$ cat src/rtl/nanao_pkg.sv
// Shared types for the NANAO tile shifter.
//   pixel_code_t    : 8-bit pixel code {palette bank, pen}
//   tile_row_t      : one 8-pixel tile row (4 bitplanes, palette bank, flip)
//   shifter_state_t : shifter FSM states
//   CNT_W           : width of the pixel-pair counter (4 pairs per row)
package nanao_pkg;

    localparam int CNT_W = 2;

    typedef struct packed {
        logic [3:0] bank;
        logic [3:0] pen;
    } pixel_code_t;

    typedef struct packed {
        logic [7:0] pl3;
        logic [7:0] pl2;
        logic [7:0] pl1;
        logic [7:0] pl0;
        logic [3:0] attr;
        logic       flip;
    } tile_row_t;

    typedef enum logic {
        ST_IDLE = 1'b0,
        ST_RUN  = 1'b1
    } shifter_state_t;

endpackage

$ cat src/rtl/nanao_tile_pair_sel.sv
// Combinational pixel-pair extractor.
// Picks pixels 2*cnt (even) and 2*cnt+1 (odd) out of a tile row and
// forms their {bank, pen} codes, honouring the horizontal flip.
//   row      : tile row (planes, palette bank, flip)
//   cnt      : pair index 0..3
//   pix_even : code of pixel 2*cnt
//   pix_odd  : code of pixel 2*cnt+1
module nanao_tile_pair_sel
    import nanao_pkg::*;
(
    input  tile_row_t        row,
    input  logic [CNT_W-1:0] cnt,
    output pixel_code_t      pix_even,
    output pixel_code_t      pix_odd
);

    // Bit 7 of each plane is the leftmost pixel; flipping mirrors the row,
    // so pixel i reads bit i instead of bit 7-i.
    function automatic logic [3:0] pen_at(input tile_row_t r, input logic [2:0] i);
        logic [2:0] b;
        b = r.flip ? i : (3'd7 - i);
        return {r.pl3[b], r.pl2[b], r.pl1[b], r.pl0[b]};
    endfunction

    logic [2:0] idx_even;
    logic [2:0] idx_odd;

    assign idx_even = {cnt, 1'b0};
    assign idx_odd  = {cnt, 1'b1};

    assign pix_even = {row.attr, pen_at(row, idx_even)};
    assign pix_odd  = {row.attr, pen_at(row, idx_odd)};

endmodule

$ cat src/rtl/nanao_tile_shifter.sv
// NANAO tile shifter: double-buffered 8-pixel tile-row shifter emitting one
// even/odd pixel pair per enabled clock.
//   CLK, RST        : clock, synchronous active-high reset
//   CE              : clock enable (0 freezes everything, blocks loads)
//   LINE_START      : flush to idle/blank, clears UNDERRUN
//   LD, PL0..PL3,
//   ATTR, FLIPX     : tile-row load into the holding register
//   LD_REQ          : holding register empty, LD will be accepted
//   DA, DB          : registered even/odd pixel codes {bank, pen}
//   UNDERRUN        : sticky, a tile ended with no successor loaded
module nanao_tile_shifter
    import nanao_pkg::*;
#(
    parameter logic [7:0] BLANK_CODE = 8'h00
) (
    input  logic       CLK,
    input  logic       RST,
    input  logic       CE,
    input  logic       LINE_START,
    input  logic       LD,
    input  logic [7:0] PL0,
    input  logic [7:0] PL1,
    input  logic [7:0] PL2,
    input  logic [7:0] PL3,
    input  logic [3:0] ATTR,
    input  logic       FLIPX,
    output logic       LD_REQ,
    output logic [7:0] DA,
    output logic [7:0] DB,
    output logic       UNDERRUN
);

    shifter_state_t   state, state_n;
    logic [CNT_W-1:0] cnt, cnt_n;
    logic             hold_vld, hold_vld_n;
    tile_row_t        hold, hold_n;
    tile_row_t        active, active_n;
    logic [7:0]       da_n, db_n;
    logic             underrun_n;

    tile_row_t        ld_row;
    pixel_code_t      pix_even;
    pixel_code_t      pix_odd;

    assign ld_row = {PL3, PL2, PL1, PL0, ATTR, FLIPX};
    assign LD_REQ = !hold_vld;

    nanao_tile_pair_sel u_pair_sel (
        .row      (active),
        .cnt      (cnt),
        .pix_even (pix_even),
        .pix_odd  (pix_odd)
    );

    always_comb begin
        state_n    = state;
        cnt_n      = cnt;
        hold_vld_n = hold_vld;
        hold_n     = hold;
        active_n   = active;
        da_n       = DA;
        db_n       = DB;
        underrun_n = UNDERRUN;

        if (CE) begin
            if (LINE_START) begin
                hold_vld_n = 1'b0;
                state_n    = ST_IDLE;
                cnt_n      = '0;
                da_n       = BLANK_CODE;
                db_n       = BLANK_CODE;
                underrun_n = 1'b0;
            end else begin
                // A load is only taken into an empty holding register, so it
                // can never collide with a HOLD->ACTIVE transfer below.
                if (LD && !hold_vld) begin
                    hold_n     = ld_row;
                    hold_vld_n = 1'b1;
                end

                case (state)
                    ST_IDLE: begin
                        da_n = BLANK_CODE;
                        db_n = BLANK_CODE;
                        if (hold_vld) begin
                            active_n   = hold;
                            hold_vld_n = 1'b0;
                            cnt_n      = '0;
                            state_n    = ST_RUN;
                        end
                    end
                    ST_RUN: begin
                        da_n  = pix_even;
                        db_n  = pix_odd;
                        cnt_n = cnt + CNT_W'(1);
                        // Last pair: chain straight into the next row if one
                        // is waiting, otherwise drop to idle and flag it.
                        if (cnt == {CNT_W{1'b1}}) begin
                            cnt_n = '0;
                            if (hold_vld) begin
                                active_n   = hold;
                                hold_vld_n = 1'b0;
                            end else begin
                                state_n    = ST_IDLE;
                                underrun_n = 1'b1;
                            end
                        end
                    end
                    default: begin
                        state_n = ST_IDLE;
                    end
                endcase
            end
        end
    end

    always_ff @(posedge CLK) begin
        if (RST) begin
            state    <= ST_IDLE;
            cnt      <= '0;
            hold_vld <= 1'b0;
            DA       <= BLANK_CODE;
            DB       <= BLANK_CODE;
            UNDERRUN <= 1'b0;
        end else begin
            state    <= state_n;
            cnt      <= cnt_n;
            hold_vld <= hold_vld_n;
            DA       <= da_n;
            DB       <= db_n;
            UNDERRUN <= underrun_n;
        end
    end

    // Tile data registers carry no reset; their valid/state bits gate use.
    always_ff @(posedge CLK) begin
        hold   <= hold_n;
        active <= active_n;
    end

endmodule

$ cat config.mk
export PLATFORM = sky130hd
export DESIGN_NAME = nanao_tile_shifter
export DESIGN_NICKNAME = d
export VERILOG_FILES = /design/src/rtl/nanao_pkg.sv /design/src/rtl/nanao_tile_pair_sel.sv /design/src/rtl/nanao_tile_shifter.sv
export SDC_FILE = /design/constraint.sdc
export NUM_CORES = 1
export LEC_CHECK = 0
export ABC_AREA = 1
export ABC_CLOCK_PERIOD_IN_PS = 3200
export BUFFER_PORTS_ARGS = -buffer_cell sky130_fd_sc_hd__clkbuf_2
export CAP_MARGIN = 20
export CORE_MARGIN = 10
export CORE_UTILIZATION = 45
export DETAILED_ROUTE_END_ITERATION = 8
export GPL_TIMING_DRIVEN = 0
export PLACE_DENSITY = 0.69
export SETUP_SLACK_MARGIN = 0.05
export SLEW_MARGIN = 20
export SYNTH_ARGS = -nofsm -noshare
export SYNTH_HDL_FRONTEND = slang
export SYNTH_SLANG_ARGS = --single-unit
$ cat constraint.sdc
create_clock -name CLK -period 3.2 [get_ports CLK]
set_input_delay 0.64 -clock CLK [delete_from_list [all_inputs] [get_ports CLK]]
set_output_delay 0.64 -clock CLK [all_outputs]
set_load 0.01 [all_outputs]
==> results <==
- Dividing the detail-routed via count by the number of cells gives between 4 and 5.
- The power consumption is about 2.2 mW.
- For this run, asynchronously set or reset flops after synthesis account for 0.
- After clock tree synthesis, the flow added hold-fix buffers numbering 0.
- Buffers inserted during clock tree synthesis total 9.
- The share of total power dissipated in combinational logic is 0.032.
- The number of I/O pins is 60.
- After synthesis, the largest family of logic cells by area is simple AND/OR/NAND/NOR gates.
- Setup repair after global routing left no endpoint under its margin.
- The clock net sink count is between 90 and 100.
- The cell-internal power is about 1.8 mW.
- The sum of routed wire length over all layers is approximately 6.7 mm.
- For this design the static power due to leakage is around 1.8 nW.
- When the netlist entered floorplanning its net count stood at 367.
- Between clock sinks in the finished design, the worst skew comes to 11.7 ps.
- The class of the tightest hold or removal check is register to register.
- The clock transition time at the flip-flop clock pins of the worst setup and hold paths is about 80 ps.
- The share of the cycle needed by the critical path after routing is 0.601.
- The worst-case setup slack after placement is just over 1000 ps.
- The cell area after synthesis is between 3000 and 4000 µm².
- The met3 wirelength from detailed routing is 564 µm.
- The complex-gate fraction of the synthesized area is 0.0327.
- Counting along the longest clock path gives a buffer depth of 2.
- The final cell count without fillers is 501.
- The most used flip-flop cell after synthesis is edfxtp_1.
- The count of inserted antenna diode cells is 0.
- The placeable core region is 7770 µm².
- The port buffer count is 58.
- Of the cells placed in the final design, the portion with a size suffix greater than 1 is 0.241.
- The minimum clock period after layout is approximately 1900 ps.
- The required time at the worst-slack endpoint is 3250 ps.
- The layout has ~700 filler cells.
- Row generation in the floorplan step produced 32 rows.
- The startpoint of the lowest-slack register-to-register path is cnt[0]$_SDFFE_PP0P_.
- The highest attainable clock frequency is 520 MHz.
- The share of the Yosys chip area taken by registers is 0.713.
- The number of synthesis warnings is 0.
- Setup violations remaining at the end of the flow were counted as 0.
- The final global-route overflow total is 0.
- The number of global-route vias before repair is roughly 2400.
- The post-synthesis share of cell area spent on and, or, nand and nor gates is 0.203.
- The number of antenna violations at the first check in global routing is 0.
- The category of the worst setup path capture point is a register.
- edfxtp_1 takes more of the synthesized area than any other cell.
- The count of flip-flops with a built-in enable after synthesis is between 70 and 80.
- The number of vias in the routed layout is between 2000 and 2500.
- The endpoint identified for the worst register-to-register timing path is active[16]$_DFFE_PP_.
- The number of synthesized register bits is 91.
- The count of unique library cells instantiated by Yosys is 21.
- The endpoint of the worst hold-timing path is active[36]$_DFFE_PP_.
- The chip width is around 110 µm.
- Of the post-synthesis cell area, the dominant cell type holds 0.618.
- Including well taps, the total number of placed cells is just under 500.
- Data on the critical path arrives at its endpoint at between 1500 and 2000 ps.
- The run finished with clean final reports.
- In the post-synthesis netlist, the biggest area contributors are edfxtp_1, nand2_1, dfxtp_1.
- The highest layer used for signal routing is met4.
- The max-capacitance violation count is 0.
- The die area is 12000 µm².
- The hold violation count in the final report is 0.
- After the last flow step, the layout net total stands at ~440.
- The max-slew violation total from the final report is 0.
- Of the total power, registers draw 0.588.
- Ranked by instance count, the synthesized netlist is headed by nand2_1, edfxtp_1, nand3_1.
- The power dissipated by switching net loads is 0.408 mW.
- The final weighted congestion in routability-driven placement is roughly 0.9.
- The tightest hold path in the finished design has a slack of ~420 ps.
- The critical path is of the register to register type.
- The portion of synthesized area spent on multiplexers is 0.
- The worst hold path was traced through 0 stages.
- The cell with the most instances after synthesis is nand2_1.
- Power spread over the standard cell area amounts to around 520 nW/µm².
- The maximum number of pins on one net before global-route repair is 38.
- The transition time at the pin with the least slew margin is around 760 ps.
- At the later pin of the worst-skew pair, clock insertion delay measures 350 ps.
- The final routed wire length divided by cell count is between 10 and 15 µm.
- Across every metal layer, demand over resource in global routing totals 0.121.
- The H-tree was split into 3 levels.
- The post-synthesis share of cell area spent on full adders, half adders and majority gates is 0.00348.
- The final worst slack is 1280 ps.
- Of the total power, the share spent switching nets is 0.184.
- The vertical die dimension is between 100 and 150 µm.
- The share of total power dissipated in the clock network is 0.380.
- The detailed router put a total of 2.93 mm of wire on met1.
- A synthesized cell averages 11.1 µm².
- In this run the most critical hold path is launched from hold[36]$_DFFE_PP_.
- The TritonCTS clock tree is built.
- For flop-to-flop paths, the worst setup slack is roughly 1300 ps.
- The HPWL after detailed placement is about 5.0 mm.
- Of the total synthesized cell area, the portion taken by XOR and XNOR cells is 0.00487.
- The number of nets with antenna violations after detailed routing is 0.
- The tree is rooted in a clkbuf_8.
- The worst voltage drop across the vdd grid is 0.288 mV.
- Before antenna repair, the detailed router went through 5 iterations.
- The relative slew slack is 0.496.
- Post-CTS timing repair inserted 0 buffers for setup.
- From synthesis to final layout, the design area changed by 19.1%.
- STA classifies the critical path startpoint as a register.
- Once the clock tree was built, the resizer swapped 0 gates to a different size.
- The global-route wire length before repair is 11.3 mm.
- For this configuration, the core starts out at a cell density of 0.463.
- Detailed routing placed a total of 3.07 mm of wire on met2.
- The worst register-to-register path has a depth of 4.
- The number of remaining DRC errors is 0.
- The DRC marker count from the first detailed-route iteration is 125.
- In this run the worst path has a maximum fanout of 20.
- In the synthesized netlist, the number of instances is 324.
[through the flow]
stage	setup TNS, ps	instance area (µm²)	utilization
6_report	0	4280	0.551
5_1_grt	0	4280	0.551
4_1_cts	0	4280	0.551
3_5_place_dp	0	4050	0.521
3_3_place_gp	-27560	4010	0.516
2_1_floorplan	0	3590	-
[worst max-delay path: stages (launching register included)]
cell and delay, ps:
dfxtp_1 490, ha_1 250, inv_1 90, a21oi_4 570, buf_16 230
[how the worst max path moves through the flow]
stage | startpoint | to | slack, ps | cells after the start
2_1_floorplan | CE | active[0]$_DFFE_PP_ | 50 | 4
3_3_place_gp | CE | active[32]$_DFFE_PP_ | -750 | 5
3_5_place_dp | CE | active[32]$_DFFE_PP_ | 1020 | 6
4_1_cts | cnt[0]$_SDFFE_PP0P_ | active[16]$_DFFE_PP_ | 1280 | 4
5_1_grt | cnt[0]$_SDFFE_PP0P_ | active[16]$_DFFE_PP_ | 1170 | 4
6_report | cnt[0]$_SDFFE_PP0P_ | active[16]$_DFFE_PP_ | 1280 | 4
[state kept, by name, indices dropped and copies added (netlist names)]
name and count:
cnt 2, DB 4, hold 37, hold_vld 1, active 37, UNDERRUN 1, DA 8, state 1
[area by class of cell]
class / count / area [µm²] / share of cell area
sequential: 91 / 2560 / 0.599
buffer: 16 / 106 / 0.0249
multi-input combinational: 205 / 888 / 0.208
tap: 102 / 128 / 0.0298
inverter: 12 / 47.5 / 0.0111
clock inverter: 4 / 73.8 / 0.0173
timing repair buffer: 59 / 318 / 0.0743
clock buffer: 12 / 155 / 0.0363
[kinds of logic (layout without fill, tap and decap cells)]
family | Yosys count | after routing
flops | 91 | 91
buf+inv | 28 | 103
xor+xnor | 2 | 2
fa+ha+maj | 1 | 1
compound gates | 22 | 22
simple gates | 180 | 180
[layout by cell type, fill, tap and decap left out, drive strengths merged]
cell	instances
edfxtp	74
nor2	10
buf	14
a31oi	2
clkbuf	73
o21ai	2
xnor2	1
dfxtp	17
ha	1
a21oi	16
bufinv	2
clkinv	2
nand2	141
a211oi	2
nand3	29
xor2	1
inv	12
[power by group through the flow]
stage          combinational [mW]  clock [mW]  sequential, mW
4_1_cts                    0.0717       0.873            1.30
6_report                   0.0704       0.843            1.30
3_5_place_dp               0.0714           0            1.33
5_1_grt                    0.0811       0.919            1.30
2_1_floorplan              0.0347           0            1.33
3_3_place_gp               0.0681           0            1.33
[per-layer routing]
metal,vias to the layer above,GRT usage
met4,0,0.0586
li1,1226,-
met1,1058,0.149
met5,-,0
met3,11,0.0439
met2,75,0.185
Power figures use the tool's default switching activity.
